[src/rtl/l2_response_queue_pkg.sv]
// Shared L2 response definitions: the response packet and its type enum.
// Used by the response queue, its interface and anything that builds packets.
package l2_response_queue_pkg;

   typedef enum logic [1:0] {
      RSP_LOAD       = 2'd0,
      RSP_STORE      = 2'd1,
      RSP_FLUSH      = 2'd2,
      RSP_INVALIDATE = 2'd3
   } l2rsp_type_t;

   typedef struct packed {
      logic        status;
      logic [1:0]  core;
      logic [7:0]  id;
      l2rsp_type_t packet_type;
      logic        cache_type;
      logic [31:0] data;
      logic [31:0] address;
   } l2rsp_packet_t;

endpackage

[src/rtl/l2_response_queue_if.sv]
// Bundle between the L2 update stage, the response queue and the core-side consumer.
// The slave modport is the queue itself; the master modport is the surrounding environment.
interface l2_response_queue_if
   import l2_response_queue_pkg::*;
#(
   parameter int DEPTH = 8
) ();

   logic                     l2_response_valid;
   l2rsp_packet_t            l2_response;
   logic                     rq_response_valid;
   l2rsp_packet_t            rq_response;
   logic                     rq_response_ready;
   logic                     rq_almost_full;
   logic                     rq_overflow;
   logic [$clog2(DEPTH):0]   rq_count;

   modport slave (
      input  l2_response_valid, l2_response, rq_response_ready,
      output rq_response_valid, rq_response, rq_almost_full, rq_overflow, rq_count
   );

   modport master (
      output l2_response_valid, l2_response, rq_response_ready,
      input  rq_response_valid, rq_response, rq_almost_full, rq_overflow, rq_count
   );

endinterface

[src/rtl/l2_response_queue_fifo.sv]
// Plain synchronous FIFO: flop storage, wrapping pointers and an occupancy count.
// Push and pop arrive pre-qualified; the caller decides what may be accepted.
module l2_response_queue_fifo
   import l2_response_queue_pkg::*;
#(
   parameter int DEPTH = 8
) (
   input  logic                     clk,
   input  logic                     reset,
   input  logic                     push,
   input  logic                     pop,
   input  l2rsp_packet_t            wr_data,
   output l2rsp_packet_t            rd_data,
   output logic [$clog2(DEPTH):0]   count,
   output logic [$clog2(DEPTH):0]   count_next
);

   localparam int PTR_W = $clog2(DEPTH);
   localparam int CNT_W = PTR_W + 1;

   l2rsp_packet_t    mem [DEPTH];
   logic [PTR_W-1:0] wr_ptr;
   logic [PTR_W-1:0] rd_ptr;

   assign rd_data = mem[rd_ptr];

   always_comb begin
      count_next = count + CNT_W'(push) - CNT_W'(pop);
   end

   always_ff @(posedge clk or posedge reset) begin
      if (reset) begin
         wr_ptr <= '0;
         rd_ptr <= '0;
         count  <= '0;
      end else begin
         // DEPTH is a power of two, so pointer overflow is the wrap
         if (push) wr_ptr <= wr_ptr + PTR_W'(1);
         if (pop)  rd_ptr <= rd_ptr + PTR_W'(1);
         count <= count_next;
      end
   end

   always_ff @(posedge clk) begin
      if (push) mem[wr_ptr] <= wr_data;
   end

endmodule

[src/rtl/l2_response_queue.sv]
// Response queue behind the L2 update stage: buffers unthrottled response pulses,
// hands them to the core over valid/ready, and warns the arbiter before it fills.
module l2_response_queue
   import l2_response_queue_pkg::*;
#(
   parameter int DEPTH              = 8,
   parameter int ALMOST_FULL_MARGIN = 4
) (
   input logic            clk,
   input logic            reset,
   l2_response_queue_if.slave bus
);

   localparam int CNT_W = $clog2(DEPTH) + 1;

   logic [CNT_W-1:0] count;
   logic [CNT_W-1:0] count_next;
   logic             head_valid;
   logic             full;
   logic             pop;
   logic             push_ok;
   logic             drop;

   assign head_valid = (count != '0);
   assign full       = (count == CNT_W'(DEPTH));
   assign pop        = head_valid && bus.rq_response_ready;
   // A pop at full frees the slot the incoming push lands in
   assign push_ok    = bus.l2_response_valid && (!full || pop);
   assign drop       = bus.l2_response_valid && full && !pop;

   l2_response_queue_fifo #(
      .DEPTH (DEPTH)
   ) fifo (
      .clk        (clk),
      .reset      (reset),
      .push       (push_ok),
      .pop        (pop),
      .wr_data    (bus.l2_response),
      .rd_data    (bus.rq_response),
      .count      (count),
      .count_next (count_next)
   );

   always_ff @(posedge clk or posedge reset) begin
      if (reset) begin
         bus.rq_almost_full <= 1'b0;
         bus.rq_overflow    <= 1'b0;
      end else begin
         bus.rq_almost_full <= (count_next >= CNT_W'(DEPTH - ALMOST_FULL_MARGIN));
         if (drop) bus.rq_overflow <= 1'b1;
      end
   end

   assign bus.rq_response_valid = head_valid;
   assign bus.rq_count          = count;

   // Losing a response means the arbiter ignored almost-full
   always @(posedge clk) begin
      if (!reset) begin
         assert (!drop)
         else $warning("l2_response_queue: response dropped, queue full at %0t", $time);
      end
   end

endmodule

[src/flat_wrapper.sv]
// flat-port wrapper written by rule: the top's interface ports become plain ports
module l2_response_queue_flat import l2_response_queue_pkg::*;
#(
   parameter int DEPTH              = 8,
   parameter int ALMOST_FULL_MARGIN = 4
)
  (clk, reset, bus_l2_response_valid, bus_l2_response, bus_rq_response_ready, bus_rq_response_valid, bus_rq_response, bus_rq_almost_full, bus_rq_overflow, bus_rq_count);
  l2_response_queue_if #(.DEPTH(DEPTH)) bus_i ();
  input logic clk;
  input logic reset;
  input wire logic [$bits(bus_i.l2_response_valid)-1:0] bus_l2_response_valid;
  input wire logic [$bits(bus_i.l2_response)-1:0] bus_l2_response;
  input wire logic [$bits(bus_i.rq_response_ready)-1:0] bus_rq_response_ready;
  output wire logic [$bits(bus_i.rq_response_valid)-1:0] bus_rq_response_valid;
  output wire logic [$bits(bus_i.rq_response)-1:0] bus_rq_response;
  output wire logic [$bits(bus_i.rq_almost_full)-1:0] bus_rq_almost_full;
  output wire logic [$bits(bus_i.rq_overflow)-1:0] bus_rq_overflow;
  output wire logic [$bits(bus_i.rq_count)-1:0] bus_rq_count;
  assign bus_i.l2_response_valid = bus_l2_response_valid;
  assign bus_i.l2_response = bus_l2_response;
  assign bus_i.rq_response_ready = bus_rq_response_ready;
  assign bus_rq_response_valid = bus_i.rq_response_valid;
  assign bus_rq_response = bus_i.rq_response;
  assign bus_rq_almost_full = bus_i.rq_almost_full;
  assign bus_rq_overflow = bus_i.rq_overflow;
  assign bus_rq_count = bus_i.rq_count;
  l2_response_queue #(.DEPTH(DEPTH), .ALMOST_FULL_MARGIN(ALMOST_FULL_MARGIN)) u_core (.clk(clk), .reset(reset), .bus(bus_i));
endmodule
[config.mk]
export PLATFORM = sky130hd
export DESIGN_NAME = l2_response_queue_flat
export DESIGN_NICKNAME = d
export VERILOG_FILES = /design/src/rtl/l2_response_queue_pkg.sv /design/src/rtl/l2_response_queue_if.sv /design/src/rtl/l2_response_queue_fifo.sv /design/src/rtl/l2_response_queue.sv /design/src/flat_wrapper.sv
export SDC_FILE = /design/constraint.sdc
export NUM_CORES = 1
export LEC_CHECK = 0
export CAP_MARGIN = 10
export CELL_PAD_IN_SITES_DETAIL_PLACEMENT = 1
export CELL_PAD_IN_SITES_GLOBAL_PLACEMENT = 2
export CORE_UTILIZATION = 50
export DETAILED_ROUTE_END_ITERATION = 10
export PLACE_DENSITY = 0.84
export SYNTH_ARGS = -nofsm -noshare
export SYNTH_HDL_FRONTEND = slang
export SYNTH_SLANG_ARGS = --single-unit
export TNS_END_PERCENT = 1
[constraint.sdc]
create_clock -name clk -period 26.5 [get_ports clk]
set_clock_uncertainty 0.1 [all_clocks]
set_input_delay 6.625 -clock clk [delete_from_list [all_inputs] [get_ports clk]]
set_output_delay 6.625 -clock clk [all_outputs]
set_load 0.02 [all_outputs]
* Word level (Yosys, flattened, before mapping)
Memory sizes are Yosys's and may differ from the RTL's. Cells that the tools add are included.
Storage, ports and cells: register bits 12, RAM bits 624, bits of input ports 82, word-level logic and storage cells 22, memories kept 1
Memories:
- u_core.fifo.mem | depth 8, bits a word 78, read ports 1, clocked after Yosys merged registers in 0, write ports 1, line l2_response_queue_fifo.sv:21 | l2rsp_packet_t mem [DEPTH];
Cells by class: add/sub/neg operators 4, order comparisons 1, equal/unequal tests 1, mux-type cells 2, reductions and logical operators 8
Operators by type and width (number):
- $add A3 B1 Y3 const B | 2
- $add A4 B1 Y4 | 1
- $eq A4 B4 Y1 const B | 1
- $ge A4 B3 Y1 const B | 1
- $logic_and A1 B1 Y1 | 4
- $reduce_bool A4 Y1 | 1
- $sub A4 B1 Y4 | 1
- $logic_not A1 Y1 | 2
- $mux W1 | 2
- $logic_or A1 B1 Y1 | 1

* Longest topological paths before layout
Gate-level depths: netlist of the first run.
word-level depth 7, mapped depth 13, mapped depth without buffers 13

* Hierarchy
From an unflattened synthesis of the first run, not the netlist that was laid out.
Unflattened totals: cells, all modules 963, area total of the unflattened synthesis 24059.3 um2
By module, submodules not included:
- l2_response_queue_fifo | times used 1, cells each 953, area each 23951.7 um2, sequential area each 18988.2 um2
- l2_response_queue | times used 1, cells each 10, area each 107.6 um2, sequential area each 50.0 um2

* Worst setup path before layout of the first run
No wires, ideal clock.
path kind input port to flip-flop, start point in bus_rq_response_ready, end point mem u_core.fifo.mem[0][0] (netlist name) (enable), data arrival time 14347 ps, data required time 25694 ps, path slack 11347 ps, cell stages on the path 3, buffers on the path 0, path through nor2b_1 > o21ai_2 > nor4_1
Between the ends: word-level cells in the longest chain between the ends 5
Ends and longest elaborated chain:
- from (decl) | line flat_wrapper.sv:13 | input wire logic [$bits(bus_i.rq_response_ready)-1:0] bus_rq_response_ready;
- $logic_and A1 B1 Y1 | line l2_response_queue.sv:26 | assign pop = head_valid && bus.rq_response_ready;
- $logic_or A1 B1 Y1 | line l2_response_queue.sv:28 | assign push_ok = bus.l2_response_valid && (!full || pop);
- $logic_and A1 B1 Y1 | line l2_response_queue.sv:28
- $mux W1 | line l2_response_queue_fifo.sv:45 | if (push) mem[wr_ptr] <= wr_data;
- $mux W1 (implied by the code) | line l2_response_queue_fifo.sv:45
- to (decl) | line l2_response_queue_fifo.sv:21
No other way between the ends.

* Final worst setup path of the first run
start point reg u_core.fifo.rd_ptr[0], end point out bus_rq_response[3]
Between the ends: word-level cells in the longest chain between the ends 1
Ends and longest elaborated chain:
- from (decl) | line l2_response_queue_fifo.sv:23 | logic [PTR_W-1:0] rd_ptr;
- from (signal assigned) | line l2_response_queue_fifo.sv:39 | if (pop) rd_ptr <= rd_ptr + PTR_W'(1);
- $mem_v2 Z8 W78
- to (decl) | line flat_wrapper.sv:15 | output wire logic [$bits(bus_i.rq_response)-1:0] bus_rq_response;
No other way between the ends.

==> key figures, run 1 <==
Status
  • Status: finished, final reports clean

Power and ir drop
  • Leak: 9.03 nW
  • Max VDD drop: 77.3 uV
  • Power Dens Cells: 116 nW/um2
  • Total power: 0.00330 W

Drt
  • Iter 0 DRT Violations: 746
  • Routed via count: 10600
  • Drt drc: 0
  • Wl on met1: 20.4 mm
  • Post-DRT Antenna Nets: 0
  • WL final: 49.5 mm
  • Via/cell ratio: 5.77
  • Routed WL per cell: 26.9 um
  • Met3 WL: 2.26 mm
  • DRT Pass-1 Iters: 4
  • Max layer used: met5
  • Met2 wire len: 25.7 mm

Critical path
  • Crit path kind: register to output port
  • Worst Path Max Fanout: 48
  • Slowest-stage cell, CP: buf_4
  • Crit path DAT: 4.59 ns
  • CP cell instances: buf_4, buf_4, mux4_2, mux2_2, clkdlybuf4s50_1
  • Element type at the critical path end: output port
  • Crit path buf inv count: 3
  • Worst EP required: 19.77 ns
  • Slowest stage delay, CP: 0.86 ns
  • Most common cell on crit path: buf_4
  • CP top delay family: buffers and inverters
  • Critical Path Start Type: register

STA
  • Final hold slack: 0.394 ns
  • Final setup TNS: 0 ns
  • Pins over their slew limit: 0
  • # setup viols final: 0
  • Hold Fails Final Rpt: 0
  • RSZ-0062 raised after global routing: no
  • F_max: 0.0884 GHz
  • Min Tclk post-route: 11.31 ns
  • Worst slew pin tran: 1.10 ns
  • Relative slew slack: 27.0%
  • Final period util: 42.7%

Final layout
  • Nets: 1270
  • Share of layout cells above drive strength 1: 28.6%
  • Final instance area: 28500 um2
  • Fillers: 3872
  • Area grow syn2layout: 18.0%
  • Final core occ: 59.7%

Floorplan
  • Die area: 49100 um2
  • Die Width: 222 um
  • Height of the die: 222 um
  • I/O pins: 167
  • Core area: 47600 um2
  • Initial cell density of the core: 50.6%
  • Num rows: 80

Global routing
  • Grt total ovfl: 0
  • First-pass GRT wire length: 74.5 mm
  • Vias in the first global route: 11900
  • GRT Util Overall: 20.9%
  • Initial antenna violation count: 3
  • Largest net degree at the start of global routing: 75

Clock network
  • Worst skew pair latency: 0.57 ns
  • CTS tree: yes
  • Clk buf depth: 3
  • Cts repair resizes: 0
  • Hold buffers post-CTS: 0
  • Root buf cell: clkbuf_16
  • H-tree depth: 3
  • CTS sink cnt: 636
  • Clk pin slew, worst setup/hold paths: 0.06 ns
  • Post-CTS setup buffer count: 0
  • TritonCTS buffer count: 66

Place
  • I/O Buffers: 166
  • Post-DP Area: 26500 um2
  • DP HPWL: 27.1 mm
  • RePlAce Congestion: 0.691

Synthesis
  • Synth Net Count: 1059
  • Post-Syn Area: 24100 um2
  • Synthesis Warnings: 0
  • Mapped Cells: 968
  • #FFs+latches synth: 636
  • Post-synthesis sequential area ratio: 79.0%
  • Netlist cell types: 29
  • Syn Area/Cell: 24.9 um2

Run
  • Max-Cap Viols: 0

Min path
  • Worst Hold Class: register to register
## cells in the final DEF (no fill, tap or decap), drive strengths merged, types with 2 or more instances in the layout
cell type / synthesis / layout
edfxtp: 624 / 624
mux2: 80 / 80
xnor2: 5 / 5
buf: 32 / 21
o211ai: 2 / 2
dfrtp: 12 / 12
ha: 8 / 8
mux4: 156 / 156
clkdlybuf4s50: 0 / 166
nor3: 4 / 4
nand2b: 2 / 2
nor2: 5 / 5
clkbuf: 12 / 82
bufinv: 0 / 3
or3b: 2 / 2
nor2b: 2 / 2
nand2: 2 / 2
clkinv: 0 / 22
inv: 11 / 13
diode: 0 / 2
## cell families after synthesis
family	share of synthesized area [%]
compound gates	0.192
mux	18.4
xor+xnor	0.218
fa+ha+maj	0.498
flops	79.0
simple gates	0.415
buf+inv	1.35
## through the flow
step	worst slack, ns	std cells
floorplan	11.35	968
finish	15.19	1837
CTS	15.03	1835
global placement	15.69	1726
detailed placement	15.65	1726
global route	14.77	1836
## layer usage
layer	global-route usage, %	vias up
met5	0	-
met4	6.97	4
met3	4.17	78
met2	35.9	237
met1	26.8	5730
li1	-	4553
## worst paths after layout
check | from | depth (start not counted) | slack, ns | end
max | u_core.fifo.rd_ptr[0]$_DFFE_PP0P_ | 5 | 15.19 | bus_rq_response[3]
max in group asynchronous | reset | 2 | 19.65 | u_core.fifo.rd_ptr[1]$_DFFE_PP0P_
min in group asynchronous | reset | 2 | 6.27 | u_core.fifo.wr_ptr[2]$_DFFE_PP0P_
max reg2reg | u_core.fifo.count[2]$_DFF_PP0_ | 6 | 23.11 | u_core.fifo.mem[5][59]$_DFFE_PP_
min | u_core.bus.rq_overflow$_DFFE_PP0P_ | 1 | 0.39 | u_core.bus.rq_overflow$_DFFE_PP0P_
min reg2reg | u_core.bus.rq_overflow$_DFFE_PP0P_ | 1 | 0.39 | u_core.bus.rq_overflow$_DFFE_PP0P_
## registers in the layout, summed over array words and instances, names as in the netlist
register                   cells
u_core.bus.rq_overflow         1
u_core.fifo.wr_ptr             3
u_core.fifo.count              4
u_core.bus.rq_almost_full      1
u_core.fifo.mem              624
u_core.fifo.rd_ptr             3
## synthesized netlist by cell type
cell      instances  area share [%]
a41o_1            1           0.042
clkbuf_1         12            0.19
nor4_1            1           0.026
or3b_2            1           0.036
mux2_2           79             3.7
fa_1              1           0.083
nor2_1            5           0.078
nor3_1            4           0.083
nand2_1           2           0.031
o211ai_1          2           0.062
a21o_1            1           0.031
buf_2             5            0.10
nand2b_1          2           0.052
buf_1            12            0.19
mux4_2          156              15
edfxtp_1        624              78
xor2_1            1           0.036
dfrtp_1          12             1.2
nor2b_1           2           0.052
xnor2_1           5            0.18
o21ai_2           1           0.036
or3b_1            1           0.036
a21oi_1           1           0.021
ha_1              8            0.42
mux2_1            1           0.047
buf_6            15            0.70
nand3_1           1           0.021
inv_1            11            0.17
mux2i_1           1           0.042
## worst register-to-register path, stage by stage, from the launching register on
cell and delay [ns]:
dfrtp_1 0.34, inv_1 0.08, ha_1 0.22, or3b_1 0.23, o211ai_1 0.32, nor2_4 0.77
buf_4 0.92
## where the power goes
group          internal (W)  switching (W)
Combinational      0.000548       0.000541
Clock              0.000501       0.000357
Sequential          0.00127      0.0000803
Total               0.00232       0.000978
## area by class of cell
class                      count  area, um2  share of cell area [%]
antenna                        2       5.00                  0.0176
clock buffer                  82       1780                    6.24
clock inverter                27        201                   0.708
inverter                      11       41.3                   0.145
multi-input combinational    277       4790                    16.8
sequential                   636      19000                    66.9
tap                          615        769                    2.70
timing repair buffer         187       1820                    6.39
Power figures use the tool's default switching activity.
==> run 2, diff against run 1 <==
--- a/config.mk
+++ b/config.mk
@@ -8,9 +8,9 @@
 export CAP_MARGIN = 10
 export CELL_PAD_IN_SITES_DETAIL_PLACEMENT = 1
 export CELL_PAD_IN_SITES_GLOBAL_PLACEMENT = 2
-export CORE_UTILIZATION = 50
+export CORE_UTILIZATION = 43
 export DETAILED_ROUTE_END_ITERATION = 10
-export PLACE_DENSITY = 0.84
+export PLACE_DENSITY = 0.77
 export SYNTH_ARGS = -nofsm -noshare
 export SYNTH_HDL_FRONTEND = slang
 export SYNTH_SLANG_ARGS = --single-unit
==> constraint.sdc (replaced) <==
create_clock -name clk -period 10.3 [get_ports clk]
set_clock_uncertainty 0.1 [all_clocks]
set_input_delay 2.575 -clock clk [delete_from_list [all_inputs] [get_ports clk]]
set_output_delay 2.575 -clock clk [all_outputs]
set_load 0.02 [all_outputs]
==> run 2 against run 1 <==
Effect of this change: worst hold slack worse by 0.027 ns; final cell count is 7.6% higher; register-to-register slack worse by 16 ns; sequential cell count stayed put; global-route usage is 2.9 points lower; first-iteration DRC count is 14% lower; largest power group unchanged.
==> key figures, run 2 (synthesis results as in run 1) <==
Clock network
  • Clk pin slew, worst setup/hold paths: 0.06 ns (about the same)
  • CTS sink cnt: 636 (unchanged)
  • Clk buf depth: 3 (unchanged)
  • Worst skew pair latency: 0.59 ns (+0.02 ns)
  • Root buf cell: clkbuf_16
  • Cts repair resizes: 0 (unchanged)
  • TritonCTS buffer count: 67 (+1.5%)
  • H-tree depth: 3 (unchanged)
  • CTS tree: yes
  • Post-CTS setup buffer count: 0 (unchanged)
  • Hold buffers post-CTS: 0 (unchanged)

Floorplan
  • Core area: 55200 um2 (+16%)
  • Num rows: 86 (+7.5%)
  • Die Width: 239 um (+7.8%)
  • Initial cell density of the core: 43.7% (-6.9 points)
  • Height of the die: 239 um (+7.8%)
  • I/O pins: 167 (unchanged)
  • Die area: 57000 um2 (+16%)

Critical path
  • Critical Path Start Type: register
  • R2r endpoint: u_core.bus.rq_almost_full$_DFF_PP0_
  • Slowest-stage cell, CP: buf_4
  • CP cell instances: buf_4, mux4_2, mux2_2, clkdlybuf4s50_1
  • Crit path DAT: 3.93 ns (-0.66 ns)
  • Reg2reg setup slack: 7.21 ns (-15.90 ns)
  • Element type at the critical path end: output port
  • CP Launch Point: u_core.fifo.rd_ptr[0]$_DFFE_PP0P_
  • Crit path kind: register to output port
  • CP top delay family: buffers and inverters
  • R2R depth: 13 (+7)
  • Crit path depth: 4 (-1)
  • Worst EP required: 7.63 ns (-12.14 ns)
  • Worst Path Max Fanout: 52 (+8.3%)
  • Slowest stage delay, CP: 0.94 ns (+0.08 ns)
  • Crit path to: bus_rq_response[3]
  • R2R Path Start: u_core.fifo.count[2]$_DFF_PP0_
  • Crit path buf inv count: 2 (-1)

Power and ir drop
  • Int Pwr: 0.00609 W (+160%)
  • Power Dens Cells: 300 nW/um2 (+160%)
  • Sw Pwr: 0.00257 W (+160%)
  • Total power: 0.00866 W (+160%)
  • Max VDD drop: 176 uV (+130%)
  • Clock share of power: 27.4% (+1.4 points)
  • Flop pwr share: 40.4% (-0.6 points)
  • Switching part of the total: 29.7% (+0.048 points)
  • Leak: 9.13 nW (+1.0%)
  • Combinational Power Share: 32.3% (-0.7 points)

STA
  • Worst slew pin tran: 1.06 ns (-0.0399 ns)
  • # setup viols final: 0 (unchanged)
  • Pins over their slew limit: 0 (unchanged)
  • RSZ-0062 raised after global routing: no
  • Hold Fails Final Rpt: 0 (unchanged)
  • Final setup TNS: 0 ns (unchanged)
  • Final period util: 64.1%
  • Relative slew slack: 29.6% (+2.7 points)
  • F_max: 0.151 GHz
  • Min Tclk post-route: 6.60 ns

Final layout
  • Commonest non-fill, non-tap cell in the layout: edfxtp_1
  • Share of layout cells above drive strength 1: 29.6% (+0.95 points)
  • Non-Filler Instances: 1977 (+7.6%)
  • Most flops, register: u_core.fifo.mem
  • Area grow syn2layout: 19.5%
  • Largest registers: u_core.fifo.mem: 624 flops, u_core.fifo.count: 4 flops
  • Leading cell types in the layout, fill and taps excluded: edfxtp_1 (624), clkdlybuf4s50_1 (166), mux4_2 (156)
  • Nets: 1271 (+0.079%)
  • Final core occ: 52.2% (-7.5 points)
  • Max reg flops: 624 (unchanged)

Global routing
  • Top Usage Layer GRT: met2
  • Largest net degree at the start of global routing: 77 (+2.7%)
  • GRT Util Overall: 18.0% (-2.9 points)
  • Grt met3 use: 3.90% (-0.27 points)
  • Met2 Use GR: 30.4% (-5.5 points)
  • Grt met1 use: 23.2% (-3.6 points)
  • First-pass GRT wire length: 74.5 mm (about the same)
  • Initial antenna violation count: 6 (+3)
  • Grt total ovfl: 0 (unchanged)
  • Vias in the first global route: 11900 (-0.22%)

Drt
  • DRT Pass-1 Iters: 4 (unchanged)
  • Post-DRT Antenna Nets: 0 (unchanged)
  • Routed WL per cell: 25.3 um (-6.1%)
  • Routed via count: 10600 (+0.40%)
  • Via/cell ratio: 5.38 (-6.7%)
  • WL final: 50.0 mm (+1.0%)
  • Iter 0 DRT Violations: 639 (-14%)
  • Drt drc: 0 (unchanged)

Min path
  • Worst Hold Class: register to register

Status
  • Status: finished, final reports clean

Place
  • DP HPWL: 26.4 mm (-2.6%)
  • RePlAce Congestion: 0.700 (+1.3%)
  • Placed Cells: 1859 (+7.7%)
  • I/O Buffers: 166 (unchanged)

Run
  • Max-Cap Viols: 0 (unchanged)
==> run 2: cell count changes in the layout (fill, tap and decap cells not counted), moves of 2 or more <==
cell | previous run | this run
clkbuf_1 | 13 | 16
clkinv_2 | 5 | 10
clkinv_1 | 16 | 7
clkinv_8 | 0 | 2
bufinv_16 | 3 | 7
==> run 2: how the worst min path moves through the flow <==
stage	start	to	slack [ns]	cells past startpoint
floorplan	u_core.fifo.wr_ptr[2]$_DFFE_PP0P_	u_core.fifo.wr_ptr[2]$_DFFE_PP0P_	0.43	1
CTS	u_core.bus.rq_overflow$_DFFE_PP0P_	u_core.bus.rq_overflow$_DFFE_PP0P_	0.37	1
global placement	u_core.bus.rq_overflow$_DFFE_PP0P_	u_core.bus.rq_overflow$_DFFE_PP0P_	0.36	1
detailed placement	u_core.bus.rq_overflow$_DFFE_PP0P_	u_core.bus.rq_overflow$_DFFE_PP0P_	0.36	1
finish	u_core.bus.rq_overflow$_DFFE_PP0P_	u_core.bus.rq_overflow$_DFFE_PP0P_	0.37	1
global route	u_core.bus.rq_overflow$_DFFE_PP0P_	u_core.bus.rq_overflow$_DFFE_PP0P_	0.40	1
==> run 2: power groups by stage <==
stage	sequential [W]	clock, W	combinational, W
5_1_grt	0.00354	0.00251	0.00299
4_1_cts	0.00351	0.00243	0.00287
6_report	0.00350	0.00237	0.00279
3_3_place_gp	0.00353	0	0.00282
2_1_floorplan	0.00345	0	0.00191
3_5_place_dp	0.00356	0	0.00285
==> run 2: layout make-up <==
class,count,area [um2]
Clock inverter,32,370
Inverter,11,41.3
Clock buffer,85,1790
Sequential cell,636,19000
Tap cell,748,936
Timing Repair Buffer,187,1830
Antenna cell,1,2.50
Fill cell,4725,26400
Multi-Input combinational cell,277,4800
==> run 2: per-layer routing <==
metal | share of wire, % | vias to the layer above
met2 | 51 | 206
li1 | - | 4559
met4 | 1.9 | 10
met1 | 42 | 5786
met3 | 4.9 | 83
met5 | 0.13 | -
==> run 2: metrics by stage <==
stage | hold slack, ns | cell area [um2] | worst slack, ns
after detailed placement | 0.358 | 26700 | 4.23
after global placement | 0.360 | 26700 | 4.27
after global routing | 0.400 | 28800 | 3.40
after CTS | 0.372 | 28800 | 3.58
final | 0.366 | 28800 | 3.70
after floorplan | 0.435 | 24100 | 1.29
==> run 2: worst register-to-register path, delay by kind of cell, from the launching register on <==
kind	cells	cell delay, ns
buffers and inverters	4	0.30
flip-flops	1	0.39
AND/OR/NAND/NOR	3	0.76
multiplexers	1	0.14
XOR/XNOR	1	0.28
adder cells (fa/ha/maj)	4	1.05
==> run 3, diff against run 2 <==
--- a/config.mk
+++ b/config.mk
@@ -8,9 +8,9 @@
 export CAP_MARGIN = 10
 export CELL_PAD_IN_SITES_DETAIL_PLACEMENT = 1
 export CELL_PAD_IN_SITES_GLOBAL_PLACEMENT = 2
-export CORE_UTILIZATION = 43
+export CORE_UTILIZATION = 47
 export DETAILED_ROUTE_END_ITERATION = 10
-export PLACE_DENSITY = 0.77
+export PLACE_DENSITY = 0.8
 export SYNTH_ARGS = -nofsm -noshare
 export SYNTH_HDL_FRONTEND = slang
 export SYNTH_SLANG_ARGS = --single-unit
==> constraint.sdc (replaced) <==
create_clock -name clk -period 6.75 [get_ports clk]
set_clock_uncertainty 0.1 [all_clocks]
set_input_delay 1.6875 -clock clk [delete_from_list [all_inputs] [get_ports clk]]
set_output_delay 1.6875 -clock clk [all_outputs]
set_load 0.02 [all_outputs]
==> run 3 against run 2 <==
Effect of this change: cell area down 0.30%; largest cell class unchanged; critical path type unchanged; critical path depth unchanged; worst hold slack improved by 0.014 ns; wire length decreased by 3.4%; clock power rose by 47%; first-iteration DRC count increased by 6.1%; sequential share of layout area is 0.20 points higher; count of clock-buffer cells in the layout fell by 7; final cell count shrank 3.6%; critical endpoint is now bus_rq_response[40].
==> key figures, run 3 (synthesis results as in run 1) <==
Critical path
  • R2R Path Start: u_core.fifo.count[2]$_DFF_PP0_
  • Slowest-stage cell, CP: dfrtp_4
  • R2r endpoint: u_core.bus.rq_almost_full$_DFF_PP0_
  • Crit path buf inv count: 2 (unchanged)
  • Worst Path Max Fanout: 52 (unchanged)
  • Worst EP required: 4.96 ns (-2.67 ns)
  • Crit path kind: register to output port
  • Reg2reg setup slack: 3.74 ns (-3.47 ns)
  • Crit path DAT: 3.38 ns (-0.55 ns)
  • Slowest stage delay, CP: 0.97 ns (+0.03 ns)
  • R2R depth: 13 (unchanged)
  • CP Launch Point: u_core.fifo.rd_ptr[2]$_DFFE_PP0P_
  • CP cell instances: buf_4, mux4_2, mux2_2, clkdlybuf4s50_1
  • Element type at the critical path end: output port
  • CP top delay family: buffers and inverters
  • Critical Path Start Type: register

STA
  • F_max: 0.193 GHz
  • Worst slew pin tran: 1.05 ns (-0.00964 ns)
  • Final setup TNS: 0 ns (unchanged)
  • RSZ-0062 raised after global routing: no
  • Pins over their slew limit: 0 (unchanged)
  • Min Tclk post-route: 5.17 ns
  • Final period util: 76.6%
  • Relative slew slack: 29.9% (+0.26 points)
  • # setup viols final: 0 (unchanged)
  • Hold Fails Final Rpt: 0 (unchanged)
  • Final hold slack: 0.380 ns (+0.0143 ns)
  • Final WS setup: 1.58 ns (-2.12 ns)

Final layout
  • Area grow syn2layout: 19.2%
  • Most flops, register: u_core.fifo.mem
  • Nets: 1274 (+0.24%)
  • Largest registers: u_core.fifo.mem: 624 flops, u_core.fifo.count: 4 flops
  • Leading cell types in the layout, fill and taps excluded: edfxtp_1 (624), clkdlybuf4s50_1 (166), mux4_2 (156)
  • Share of layout cells above drive strength 1: 29.5% (-0.096 points)
  • Max reg flops: 624 (unchanged)
  • Commonest non-fill, non-tap cell in the layout: edfxtp_1
  • Fillers: 4172 (-12%)

Global routing
  • Grt met1 use: 25.8% (+2.6 points)
  • Top Usage Layer GRT: met2
  • First-pass GRT wire length: 73.5 mm (-1.3%)
  • Grt total ovfl: 0 (unchanged)
  • Met2 Use GR: 31.4% (+1.0 points)
  • Vias in the first global route: 11800 (-0.86%)
  • Largest net degree at the start of global routing: 79 (+2.6%)
  • Grt met3 use: 3.84% (-0.061 points)
  • Initial antenna violation count: 7 (+1)
  • GRT Util Overall: 19.1% (+1.1 points)

Clock network
  • Clk buf depth: 3 (unchanged)
  • Post-CTS setup buffer count: 0 (unchanged)
  • Hold buffers post-CTS: 0 (unchanged)
  • TritonCTS buffer count: 68 (+1.5%)
  • H-tree depth: 3 (unchanged)
  • CTS tree: yes
  • Clk pin slew, worst setup/hold paths: 0.06 ns (about the same)
  • Root buf cell: clkbuf_16
  • Worst skew pair latency: 0.57 ns (-0.02 ns)
  • CTS sink cnt: 636 (unchanged)
  • Cts repair resizes: 0 (unchanged)

Min path
  • Hold EP: u_core.bus.rq_overflow$_DFFE_PP0P_
  • Worst Hold Class: register to register
  • Hold Path Depth: 1 (unchanged)
  • Critical hold path startpoint: u_core.bus.rq_overflow$_DFFE_PP0P_

Floorplan
  • Core area: 50400 um2 (-8.7%)
  • Height of the die: 228 um (-4.3%)
  • Num rows: 82 (-4.7%)
  • Die area: 52200 um2 (-8.4%)
  • Die Width: 228 um (-4.3%)
  • I/O pins: 167 (unchanged)
  • Initial cell density of the core: 47.9% (+4.2 points)

Run
  • Max-Cap Viols: 0 (unchanged)

Place
  • DP HPWL: 26.5 mm (+0.52%)
  • Pre-CTS setup slack: 2.13 ns (-2.10 ns)
  • I/O Buffers: 166 (unchanged)
  • RePlAce Congestion: 0.677 (-3.2%)

Drt
  • Routed via count: 10500 (-1.4%)
  • Iter 0 DRT Violations: 678 (+6.1%)
  • Drt drc: 0 (unchanged)
  • Via/cell ratio: 5.51 (+2.3%)
  • Post-DRT Antenna Nets: 0 (unchanged)
  • DRT Pass-1 Iters: 6 (+2)
  • Routed WL per cell: 25.3 um (+0.25%)
  • WL final: 48.3 mm (-3.4%)

Power and ir drop
  • Power Dens Cells: 456 nW/um2 (+52%)
  • Leak: 9.12 nW (about the same)
  • Max VDD drop: 214 uV (+22%)

Status
  • Status: finished, final reports clean
[run 3: changes by cell type in the layout (fill, tap and decap cells not counted)]
cell        change
clkinv_1       +11
clkbuf_1        -7
buf_12          +5
buf_4           -3
bufinv_16       -2
clkinv_2        +2
clkinv_4        -2
clkinv_8        -2
clkinvlp_4      +2
[run 3: report_power, final]
part	switching [W]	leakage (nW)	total [W]	internal [W]
sequential	0.000346	5.80	0.00533	0.00498
clock	0.00143	1.02	0.00349	0.00206
combinational	0.00209	2.30	0.00428	0.00218
[run 3: layer usage]
metal / vias up / routed length (um)
li1: 4566 / -
met1: 5630 / 21000
met2: 220 / 24300
met3: 65 / 2070
met4: 10 / 834
met5: - / 68
[run 3: worst max path at each step]
stage / to / slack [ns] / cells past startpoint
after global placement: bus_rq_response[19] / 2.13 / 4
after detailed placement: bus_rq_response[19] / 2.13 / 4
final: bus_rq_response[40] / 1.58 / 4
after floorplan: u_core.fifo.mem[2][0]$_DFFE_PP_ / -1.37 / 3
after global routing: bus_rq_response[36] / 1.42 / 4
after CTS: bus_rq_response[19] / 1.50 / 4
[run 3: metrics by stage]
step / power [W] / util (%) / area [um2] / cells
after floorplan: 0.00818 / - / 24100 / 968
after global placement: 0.00971 / 52.9 / 26600 / 1785
after detailed placement: 0.00978 / 52.9 / 26600 / 1785
after CTS: 0.0133 / 57.0 / 28700 / 1904
after global routing: 0.0137 / 57.0 / 28700 / 1904
final: 0.0131 / 57.0 / 28700 / 1905
[run 3: layout make-up]
cell class	instances	area, um2	area share (%)
diodes	1	2.50	0.00871
clock buffers	78	1760	6.13
clock inverters	41	327	1.14
inverters	11	41.3	0.144
multi-input cells	277	4800	16.7
flip-flops and latches	636	19000	66.3
well taps	672	841	2.93
repair buffers	189	1910	6.65
